### config.mk
export PLATFORM = sky130hd
export DESIGN_NAME = btb_ctrl
export DESIGN_NICKNAME = d
export VERILOG_FILES = /design/src/rtl/btb_pkg.sv /design/src/rtl/btb_upd_fifo.sv /design/src/rtl/btb_ctrl.sv
export SDC_FILE = /design/constraint.sdc
export NUM_CORES = 1
export LEC_CHECK = 0
export CAP_MARGIN = 40
export CORE_ASPECT_RATIO = 1.4
export CORE_MARGIN = 1
export CORE_UTILIZATION = 43
export CTS_CLUSTER_SIZE = 25
export DETAILED_ROUTE_END_ITERATION = 6
export PLACE_DENSITY = 0.77
export SLEW_MARGIN = 10
export SYNTH_ARGS = -nofsm -noshare
export SYNTH_HDL_FRONTEND = slang
export SYNTH_SLANG_ARGS = --single-unit
### constraint.sdc
create_clock -name clk -period 2.9 [get_ports clk]
set_clock_uncertainty 0.1 [all_clocks]
set_input_delay 0.58 -clock clk [delete_from_list [all_inputs] [get_ports clk]]
set_output_delay 0.58 -clock clk [all_outputs]
set_load 0.005 [all_outputs]
### src/rtl/btb_pkg.sv
// btb_pkg: shared definitions for the branch target buffer controller.
//   - table entry field positions (48-bit entry)
//   - PC slice constants for index and tag
//   - 2-bit counter constants
//   - controller state enum and update-FIFO entry struct
package btb_pkg;

  localparam int ENT_W      = 48;
  localparam int VALID_BIT  = 47;
  localparam int CTR_MSB    = 46;
  localparam int CTR_LSB    = 45;
  localparam int TAG_MSB    = 44;
  localparam int TAG_LSB    = 30;
  localparam int TGT_MSB    = 29;
  localparam int TGT_LSB    = 0;

  localparam int IDX_MSB    = 7;
  localparam int IDX_LSB    = 2;
  localparam int PC_TAG_MSB = 22;
  localparam int PC_TAG_LSB = 8;

  localparam int IDX_W = IDX_MSB - IDX_LSB + 1;        // 6
  localparam int TAG_W = PC_TAG_MSB - PC_TAG_LSB + 1;  // 15
  localparam int TGT_W = TGT_MSB - TGT_LSB + 1;        // 30
  localparam int UPC_W = PC_TAG_MSB - IDX_LSB + 1;     // 21, pc[22:2]

  localparam logic [1:0] CTR_WEAK = 2'b10;
  localparam logic [1:0] CTR_MAX  = 2'd3;

  typedef enum logic {ST_CLEAR, ST_RUN} state_t;

  // Buffered resolution update: pc[22:2], direction, target[31:2]
  typedef struct packed {
    logic [UPC_W-1:0] pc;
    logic             taken;
    logic [TGT_W-1:0] tgt;
  } upd_t;

endpackage

### src/rtl/btb_upd_fifo.sv
// btb_upd_fifo: synchronous FIFO holding pending resolution updates.
// Ports:
//   clk, rst   clock, synchronous active-high reset
//   clr        synchronous clear (drops all entries)
//   push, din  write side; ignored when full
//   pop, dout  read side; dout is the head (valid when !empty)
//   full, empty status
module btb_upd_fifo
  import btb_pkg::*;
#(
  parameter int FIFO_DEPTH = 4
) (
  input  logic clk,
  input  logic rst,
  input  logic clr,
  input  logic push,
  input  upd_t din,
  input  logic pop,
  output upd_t dout,
  output logic full,
  output logic empty
);

  localparam int AW = $clog2(FIFO_DEPTH);

  upd_t          mem [FIFO_DEPTH];
  logic [AW-1:0] rd_ptr, wr_ptr;
  logic [AW:0]   count;
  logic          do_push, do_pop;

  assign full    = (count == (AW+1)'(FIFO_DEPTH));
  assign empty   = (count == '0);
  assign do_push = push & ~full;
  assign do_pop  = pop & ~empty;
  assign dout    = mem[rd_ptr];

  always_ff @(posedge clk) begin
    if (rst || clr) begin
      rd_ptr <= '0;
      wr_ptr <= '0;
      count  <= '0;
    end else begin
      if (do_push) wr_ptr <= wr_ptr + AW'(1);
      if (do_pop)  rd_ptr <= rd_ptr + AW'(1);
      count <= count + (AW+1)'(do_push) - (AW+1)'(do_pop);
    end
  end

  always_ff @(posedge clk) begin
    if (do_push) mem[wr_ptr] <= din;
  end

endmodule

### src/rtl/btb_ctrl.sv
// btb_ctrl: branch target buffer controller for the fetch stage.
// Drives a 64 x 48 distributed-RAM table: an async lookup port and a
// write port with async read-back used for read-modify-write.
// Ports:
//   clk, rst           clock, synchronous active-high reset
//   flush              restart table clear, drop pending updates
//   busy               high while clearing
//   lk_pc / lk_*       combinational lookup (hit, taken, target)
//   upd_*              resolution update handshake (valid/ready)
//   tbl_raddr/rdata    lookup port of the table
//   tbl_waddr/wold/wdata/we  write + read-back port of the table
// Build option: define BTB_BYPASS_EN to forward a RUN-state write to a
// lookup of the same index in the same cycle.
module btb_ctrl
  import btb_pkg::*;
#(
  parameter int FIFO_DEPTH = 4
) (
  input  logic             clk,
  input  logic             rst,
  input  logic             flush,
  output logic             busy,
  input  logic [31:0]      lk_pc,
  output logic             lk_hit,
  output logic             lk_taken,
  output logic [31:0]      lk_target,
  input  logic             upd_valid,
  output logic             upd_ready,
  input  logic [31:0]      upd_pc,
  input  logic             upd_taken,
  input  logic [31:0]      upd_target,
  output logic [IDX_W-1:0] tbl_raddr,
  input  logic [ENT_W-1:0] tbl_rdata,
  output logic [IDX_W-1:0] tbl_waddr,
  input  logic [ENT_W-1:0] tbl_wold,
  output logic [ENT_W-1:0] tbl_wdata,
  output logic             tbl_we
);

  state_t           state;
  logic [IDX_W-1:0] sweep;
  logic             kill, run;
  upd_t             push_d, head;
  logic             full, empty, pop;

  // Sweep state machine: CLEAR walks every index once, then RUN.
  always_ff @(posedge clk) begin
    if (rst || flush) begin
      state <= ST_CLEAR;
      sweep <= '0;
    end else if (state == ST_CLEAR) begin
      sweep <= sweep + IDX_W'(1);
      if (sweep == '1) state <= ST_RUN;
    end
  end

  // rst/flush cycles neither accept nor retire updates
  assign kill      = rst | flush;
  assign run       = (state == ST_RUN);
  assign busy      = kill | (state == ST_CLEAR);
  assign upd_ready = run & ~kill & ~full;
  assign pop       = run & ~kill & ~empty;
  assign push_d    = '{pc: upd_pc[PC_TAG_MSB:IDX_LSB], taken: upd_taken,
                       tgt: upd_target[31:2]};

  btb_upd_fifo #(.FIFO_DEPTH(FIFO_DEPTH)) u_fifo (
    .clk   (clk),
    .rst   (rst),
    .clr   (flush),
    .push  (upd_valid & upd_ready),
    .din   (push_d),
    .pop   (pop),
    .dout  (head),
    .full  (full),
    .empty (empty)
  );

  // Read-modify-write of the head entry against the current table word
  logic [IDX_W-1:0] h_idx;
  logic [TAG_W-1:0] h_tag;
  logic [1:0]       old_ctr, new_ctr;
  logic [TGT_W-1:0] new_tgt;
  logic             old_hit, rmw_we;
  logic [ENT_W-1:0] rmw_data;

  always_comb begin
    h_idx   = head.pc[IDX_W-1:0];
    h_tag   = head.pc[UPC_W-1:IDX_W];
    old_ctr = tbl_wold[CTR_MSB:CTR_LSB];
    old_hit = tbl_wold[VALID_BIT] & (tbl_wold[TAG_MSB:TAG_LSB] == h_tag);
    new_ctr = old_ctr;
    new_tgt = tbl_wold[TGT_MSB:TGT_LSB];
    rmw_we  = 1'b0;
    if (old_hit) begin
      rmw_we = 1'b1;
      if (head.taken) begin
        new_ctr = (old_ctr == CTR_MAX) ? old_ctr : old_ctr + 2'd1;
        new_tgt = head.tgt;
      end else begin
        new_ctr = (old_ctr == 2'd0) ? old_ctr : old_ctr - 2'd1;
      end
    end else if (head.taken) begin
      // not-taken misses are dropped; taken misses allocate weakly taken
      rmw_we  = 1'b1;
      new_ctr = CTR_WEAK;
      new_tgt = head.tgt;
    end
    rmw_data = {1'b1, new_ctr, h_tag, new_tgt};
  end

  always_comb begin
    tbl_we    = 1'b0;
    tbl_waddr = '0;
    tbl_wdata = '0;
    if (!kill) begin
      if (state == ST_CLEAR) begin
        tbl_we    = 1'b1;
        tbl_waddr = sweep;
      end else if (!empty) begin
        tbl_waddr = h_idx;
        tbl_we    = rmw_we;
        if (rmw_we) tbl_wdata = rmw_data;
      end
    end
  end

  // Lookup
  logic [ENT_W-1:0] lk_ent;

  assign tbl_raddr = lk_pc[IDX_MSB:IDX_LSB];
`ifdef BTB_BYPASS_EN
  assign lk_ent = (tbl_we && run && (tbl_waddr == tbl_raddr)) ? tbl_wdata : tbl_rdata;
`else
  assign lk_ent = tbl_rdata;
`endif

  assign lk_hit    = ~rst & run & lk_ent[VALID_BIT] &
                     (lk_ent[TAG_MSB:TAG_LSB] == lk_pc[PC_TAG_MSB:PC_TAG_LSB]);
  assign lk_taken  = lk_hit & lk_ent[CTR_MSB];
  assign lk_target = lk_hit ? {lk_ent[TGT_MSB:TGT_LSB], 2'b00} : 32'd0;

  // PC bits outside index/tag and the counter LSB are not needed for lookup
  logic unused;
  assign unused = ^{lk_pc[31:23], lk_pc[1:0], upd_pc[31:23], upd_pc[1:0],
                    upd_target[1:0], lk_ent[CTR_LSB]};

endmodule
Word level (Yosys, flattened, before mapping) --
Memory sizes are Yosys's and may differ from the RTL's. A register that Yosys moved wholly into a read port is not among the register bits. Cells that the tools add are included.
Storage, ports and cells: memories 1, bits in latches 0, logic and storage cells 64, bits of input ports 197, ROM bits 0, flip-flop bits (word level) 14, bits in writable memories 208
Cells by class: shifts and indexed selects 0, $lt $le $gt $ge 0, muxes and demuxes 25, div/mod/pow operators 0, eq/ne operators 5, bitwise operators 18, $add $sub $neg 7, reductions and logical operators 3, multipliers 0
Memory list:
- u_fifo.mem | depth 4, bits a word 52, read ports 1, clocked after memory_dff 1, wr ports 1, RTL line btb_upd_fifo.sv:26 | upd_t mem [FIFO_DEPTH];
Operators with widths (number):
- $mux W48 | 4
- $mux W32 | 1
- $eq A15 B15 Y1 | 2
- $mux W30 | 1
- $mux W6 | 3
- $mux W2 | 7
- $and A1 B1 Y1 | 11
- $mux W1 | 9
- $add A2 B1 Y2 const B | 3
- $add A6 B1 Y6 const B | 1
- $eq A6 B6 Y1 const B | 1
- $not A1 Y1 | 5
- $add A3 B1 Y3 | 1
- $eq A3 B3 Y1 const B | 1
- $logic_not A3 Y1 | 1
- $sub A3 B1 Y3 | 1
- $eq A2 B2 Y1 const B | 1
- $logic_not A2 Y1 | 1
- $or A1 B1 Y1 | 2
- $sub A2 B1 Y2 const B | 1
- $logic_or A1 B1 Y1 | 1

Logic depth before layout (Yosys ltp) --
Gate-level depths: netlist (run 1).
depth in word-level cells 8, depth in mapped cells 12

Modules after synthesis --
From an unflattened synthesis (run 1), not the netlist that was laid out.
Unflattened totals: cell total of the unflattened synthesis 594, area total of the unflattened synthesis 9968.3 um2
By module, submodules not included:
- btb_upd_fifo | times used 1, cells each 322, area an instance 7993.9 um2, sequential area each 6426.2 um2
- btb_ctrl | times used 1, cells each 272, area an instance 1974.4 um2, sequential area each 140.1 um2

Worst setup path before layout (run 1) --
Ideal clock, no wire load.
path kind register -> output, start reg (tool-made name), end out tbl_we, stages on the path, launching flop included 9, required time 2.220 ns, path slack -0.311 ns, arrival 2.531 ns, cell sequence dfxtp_1 > buf_6 > mux4_2 > xnor2_1 > nand2_1 > or4_4 > or3_4 > buf_6 > a31oi_4
RTL lines:
- end: declaration | RTL line btb_ctrl.sv:37 | output logic tbl_we

==> results of run 1 <==
-- cell families after synthesis --
family	count (synthesis)
XOR/XNOR	40
adder cells (fa/ha/maj)	8
AO/OA/AOI/OAI	52
AND/OR/NAND/NOR	187
flip-flops	224
multiplexers	60
buffers and inverters	52
other	1
-- synth_stat cells (all sizes together) --
| cell | n |
|---|---|
| a2111oi | 2 |
| a21oi | 2 |
| a22o | 6 |
| a31oi | 4 |
| and2 | 38 |
| and3 | 4 |
| and4 | 1 |
| and4b | 1 |
| buf | 22 |
| clkbuf | 22 |
| conb | 1 |
| dfxtp | 16 |
| edfxtp | 208 |
| fa | 1 |
| ha | 7 |
| inv | 8 |
| mux2 | 1 |
| mux2i | 11 |
| mux4 | 48 |
| nand2 | 26 |
| nand3 | 64 |
| nand4 | 5 |
| nand4b | 4 |
| nor2 | 29 |
| nor2b | 2 |
| nor3 | 4 |
| nor4 | 2 |
| nor4b | 1 |
| o21a | 2 |
| o21ai | 34 |
| o22ai | 1 |
| o31ai | 1 |
| or2 | 1 |
| or3 | 3 |
| or4 | 2 |
| xnor2 | 29 |
| xor2 | 11 |
-- power by group through the flow --
| stage | logic, mW | registers (mW) | clock network, mW |
|---|---|---|---|
| after floorplan | 0.0550 | 3.60 | 0 |
| after global placement | 0.319 | 3.60 | 0 |
| after detailed placement | 0.328 | 3.60 | 0 |
| after CTS | 0.333 | 3.52 | 2.78 |
| after global routing | 0.360 | 3.52 | 2.90 |
| final | 0.338 | 3.53 | 2.72 |
-- state kept, by name, indices dropped and copies added, names as in the netlist, named ones only --
| register | flops |
|---|---|
| u_fifo.mem | 208 |
| sweep | 6 |
| u_fifo.count | 3 |
| u_fifo.rd_ptr | 2 |
| u_fifo.wr_ptr | 2 |
| run | 1 |
-- what timing repair did --
item                                    in CTS  in global routing
endpoints found under the setup margin      88                 87
cloned                                       6                  0
setup buffers                               38                  9
pin swaps                                   62                 24
resized for setup                          396                 74
-- worst max-delay path, cell delays in order (launching register included) --
cell and delay [ps]:
sky130_fd_sc_hd__dfxtp_4 390, sky130_fd_sc_hd__buf_4 120, sky130_fd_sc_hd__buf_4 90, sky130_fd_sc_hd__mux4_2 510, sky130_fd_sc_hd__xnor2_1 180, sky130_fd_sc_hd__nand2_1 90, sky130_fd_sc_hd__or4_4 440, sky130_fd_sc_hd__or3_4 440
sky130_fd_sc_hd__buf_16 160, sky130_fd_sc_hd__buf_12 120, sky130_fd_sc_hd__buf_6 100, sky130_fd_sc_hd__o21ai_2 90, sky130_fd_sc_hd__buf_2 120
-- worst min path at each step --
stage,cells past startpoint,endpoint,startpoint
2_1_floorplan,2,sweep[5],sweep[5]
3_3_place_gp,2,sweep[5],sweep[5]
3_5_place_dp,2,sweep[5],sweep[5]
4_1_cts,2,sweep[5],sweep[5]
5_1_grt,2,sweep[5],sweep[5]
6_report,2,sweep[5],sweep[5]
-- metrics by stage --
stage          worst slack (ps)  hold WS (ps)
2_1_floorplan              -206           369
3_3_place_gp               -893           390
3_5_place_dp               -903           405
4_1_cts                   -1220           414
5_1_grt                   -1270           443
6_report                  -1160           412
-- area by class of cell --
class / count / area (µm²)
clock inverters: 16 / 151
fillers: 1672 / 7980
multi-input cells: 349 / 3300
clock buffers: 22 / 539
diodes: 2 / 5.00
inverters: 8 / 30.0
well taps: 301 / 377
repair buffers: 355 / 3570
flip-flops and latches: 224 / 6570
-- layout by cell type (no fill, tap or decap), types with 7 or more instances in the layout --
cell type	count
sky130_fd_sc_hd__edfxtp_1	208
sky130_fd_sc_hd__clkdlybuf4s50_1	161
sky130_fd_sc_hd__nand3_1	63
sky130_fd_sc_hd__buf_6	59
sky130_fd_sc_hd__buf_4	51
sky130_fd_sc_hd__mux4_2	47
sky130_fd_sc_hd__buf_2	40
sky130_fd_sc_hd__and2_4	31
sky130_fd_sc_hd__nor2_1	28
sky130_fd_sc_hd__xnor2_1	27
sky130_fd_sc_hd__nand2_1	26
sky130_fd_sc_hd__o21ai_2	26
sky130_fd_sc_hd__clkbuf_16	21
sky130_fd_sc_hd__buf_12	17
sky130_fd_sc_hd__dfxtp_1	14
sky130_fd_sc_hd__mux2i_1	11
sky130_fd_sc_hd__xor2_1	8
sky130_fd_sc_hd__inv_1	7
sky130_fd_sc_hd__and2_1	7
sky130_fd_sc_hd__ha_1	7
-- per-layer routing --
layer | GRT usage | part of all wire | vias to the layer above
met4 | 0.0986 | 0.036 | 0
met5 | 0 | 0 | -
met3 | 0.0406 | 0.075 | 53
li1 | - | - | 3068
met2 | 0.402 | 0.54 | 279
met1 | 0.236 | 0.35 | 3348
==> impl_metrics.prom, run 1 <==
# TYPE chip_impl_metric gauge
chip_impl_info{name="run_status",value="finished with violations"} 1
chip_impl_info{name="failed_checks",value="negative setup slack"} 1
chip_impl_metric{name="arithmetic_cell_share_of_the_synthesized_area_counting_full_adders_half_adders_and_majority_gates",unit=""} 0.0109
chip_impl_info{name="setup.worst_path.start_class",value="flip-flop"} 1
chip_impl_metric{name="finish_stage_setup_viols",unit=""} 83
chip_impl_metric{name="reg2reg_slack",unit="ps"} 220
chip_impl_metric{name="maxSlewViolCount",unit=""} 0
chip_impl_metric{name="final_hold_viol_count",unit=""} 0
chip_impl_metric{name="tritoncts.num_buffers",unit=""} 21
chip_impl_metric{name="worst_setup_hold_path_clk_slew",unit="ps"} 70
chip_impl_metric{name="synth_cells",unit=""} 624
chip_impl_metric{name="chipWidth",unit="µm"} 130
chip_impl_metric{name="number_of_global_route_vias_before_repair",unit=""} 6983
chip_impl_metric{name="comb_power_share",unit=""} 0.051
chip_impl_metric{name="vdd_ir_drop_max",unit="V"} 0.000475
chip_impl_metric{name="dp_hpwl",unit="mm"} 16.6
chip_impl_metric{name="antenna_found_initial",unit=""} 2
chip_impl_metric{name="nNetsFinal",unit=""} 1164
chip_impl_metric{name="floorplan.initialDensity",unit=""} 0.438
chip_impl_metric{name="grt_pass1_wl",unit="mm"} 37.9
chip_impl_metric{name="synth.lib_cells_used.distinct",unit=""} 47
chip_impl_metric{name="utilization",unit=""} 0.646
chip_impl_metric{name="power.clock.fraction",unit=""} 0.413
chip_impl_metric{name="p_total",unit="mW"} 6.58
chip_impl_info{name="critical_path.endpoint_type",value="output pin"} 1
chip_impl_metric{name="power_frac_seq",unit=""} 0.535
chip_impl_metric{name="wire_per_inst",unit="µm"} 20.5
chip_impl_metric{name="vias_per_cell",unit=""} 5.28
chip_impl_metric{name="critical_path.max_fanout",unit=""} 6
chip_impl_info{name="cts-root-buf",value="sky130_fd_sc_hd__clkbuf_16"} 1
chip_impl_metric{name="floorplan.io_pins",unit=""} 294
chip_impl_metric{name="cts-root-to-sink-buffers",unit=""} 3
chip_impl_metric{name="routabilityCongestion",unit=""} 0.781
chip_impl_metric{name="rr_worst_depth",unit=""} 12
chip_impl_metric{name="final_worst_path_cycle_share",unit=""} 1.40
chip_impl_metric{name="global_route.usage.total",unit=""} 0.218
chip_impl_metric{name="post_synth_xor_area_fraction",unit=""} 0.0355
chip_impl_info{name="hold_path.class",value="flip-flop to flip-flop"} 1
chip_impl_metric{name="clk-insertion-delay-late",unit="ps"} 500
chip_impl_metric{name="synth_simple_gate_area_share",unit=""} 0.0989
chip_impl_metric{name="critical_path_required",unit="ps"} 2220
chip_impl_metric{name="routed_wl",unit="mm"} 26.2
chip_impl_metric{name="p_sw_frac",unit=""} 0.195
chip_impl_metric{name="num_rows",unit=""} 65
chip_impl_metric{name="p_int",unit="mW"} 5.30
chip_impl_metric{name="postSynthRegisterBits",unit=""} 224
chip_impl_metric{name="placeableCoreArea",unit="mm²"} 0.0225
chip_impl_metric{name="cellLeakagePower",unit="nW"} 5.16
chip_impl_info{name="synth.area.top_cells",value="sky130_fd_sc_hd__edfxtp_1, sky130_fd_sc_hd__mux4_2, sky130_fd_sc_hd__dfxtp_1"} 1
chip_impl_metric{name="post_route_cells_drive_above_1_share",unit=""} 0.360
chip_impl_metric{name="first_pass_iters",unit=""} 5
chip_impl_metric{name="grt-ovfl-total",unit=""} 0
chip_impl_info{name="unrepaired_setup_endpoints_after_global_routing",value="true"} 1
chip_impl_info{name="critical_path.reg2reg.startpoint",value="u_fifo.count[1]"} 1
chip_impl_info{name="timing.setup.critical_path_class",value="flip-flop to output pin"} 1
chip_impl_metric{name="placed_cells_incl_taps",unit=""} 1190
chip_impl_metric{name="fraction_of_the_mapped_netlist_area_in_compound_gates",unit=""} 0.0399
chip_impl_metric{name="maxCapViolCount",unit=""} 0
chip_impl_metric{name="route.detailed.drc",unit=""} 0
chip_impl_info{name="tritoncts",value="built"} 1
chip_impl_metric{name="drt.antenna.violating_nets",unit=""} 0
chip_impl_metric{name="post-route-cell-area",unit="mm²"} 0.0146
chip_impl_metric{name="drtIter0Drc",unit=""} 359
chip_impl_metric{name="fin_crit",unit="ps"} 4060
chip_impl_metric{name="post-synth-top-area-fraction",unit=""} 0.632
chip_impl_metric{name="maximum_number_of_pins_on_one_net_before_global_route_repair",unit=""} 51
chip_impl_info{name="post-synth-top-area-cell",value="sky130_fd_sc_hd__edfxtp_1"} 1
chip_impl_metric{name="setup_tns",unit="ps"} -48940
chip_impl_metric{name="switching_power",unit="mW"} 1.28
chip_impl_metric{name="synthMuxAreaShare",unit=""} 0.123
chip_impl_metric{name="final_non_filler_cells",unit=""} 1277
chip_impl_info{name="cp-endpoint",value="tbl_wdata[19]"} 1
chip_impl_metric{name="timing.fmax",unit="MHz"} 246
chip_impl_metric{name="dieHeight",unit="µm"} 181
chip_impl_metric{name="power.density",unit="mW/mm²"} 452
chip_impl_metric{name="critPathArrivalTime",unit="ps"} 3380
chip_impl_metric{name="htree_num_levels",unit=""} 1
chip_impl_info{name="synth_top_family_by_area",value="multiplexers"} 1
chip_impl_metric{name="layout_overhead_on_the_synthesized_area",unit="%"} 47.4
chip_impl_metric{name="post_synth.cell_area_avg",unit="µm²"} 15.8
chip_impl_metric{name="numClockSinks",unit=""} 224
chip_impl_metric{name="sequential_area_share_after_synthesis",unit=""} 0.665
chip_impl_metric{name="yosysWarningCount",unit=""} 0
chip_impl_metric{name="via_count",unit=""} 6748
chip_impl_metric{name="setup_ws",unit="ps"} -1160
chip_impl_metric{name="postPlaceCellArea",unit="mm²"} 0.0132
chip_impl_metric{name="port_buffers",unit=""} 254
chip_impl_metric{name="netlist_area",unit="mm²"} 0.00988
chip_impl_metric{name="die-area",unit="mm²"} 0.0236
chip_impl_metric{name="holdBufCountCts",unit=""} 0
chip_impl_info{name="crit-reg2reg-capture",value="u_fifo.count[2]"} 1
Power figures use the tool's default switching activity.
==> run 2, diff against run 1 <==
- SLEW_MARGIN: 10 -> 25
==> results of run 2 <==
No change in the layout: final DEF, timing and power equal those of run 1.
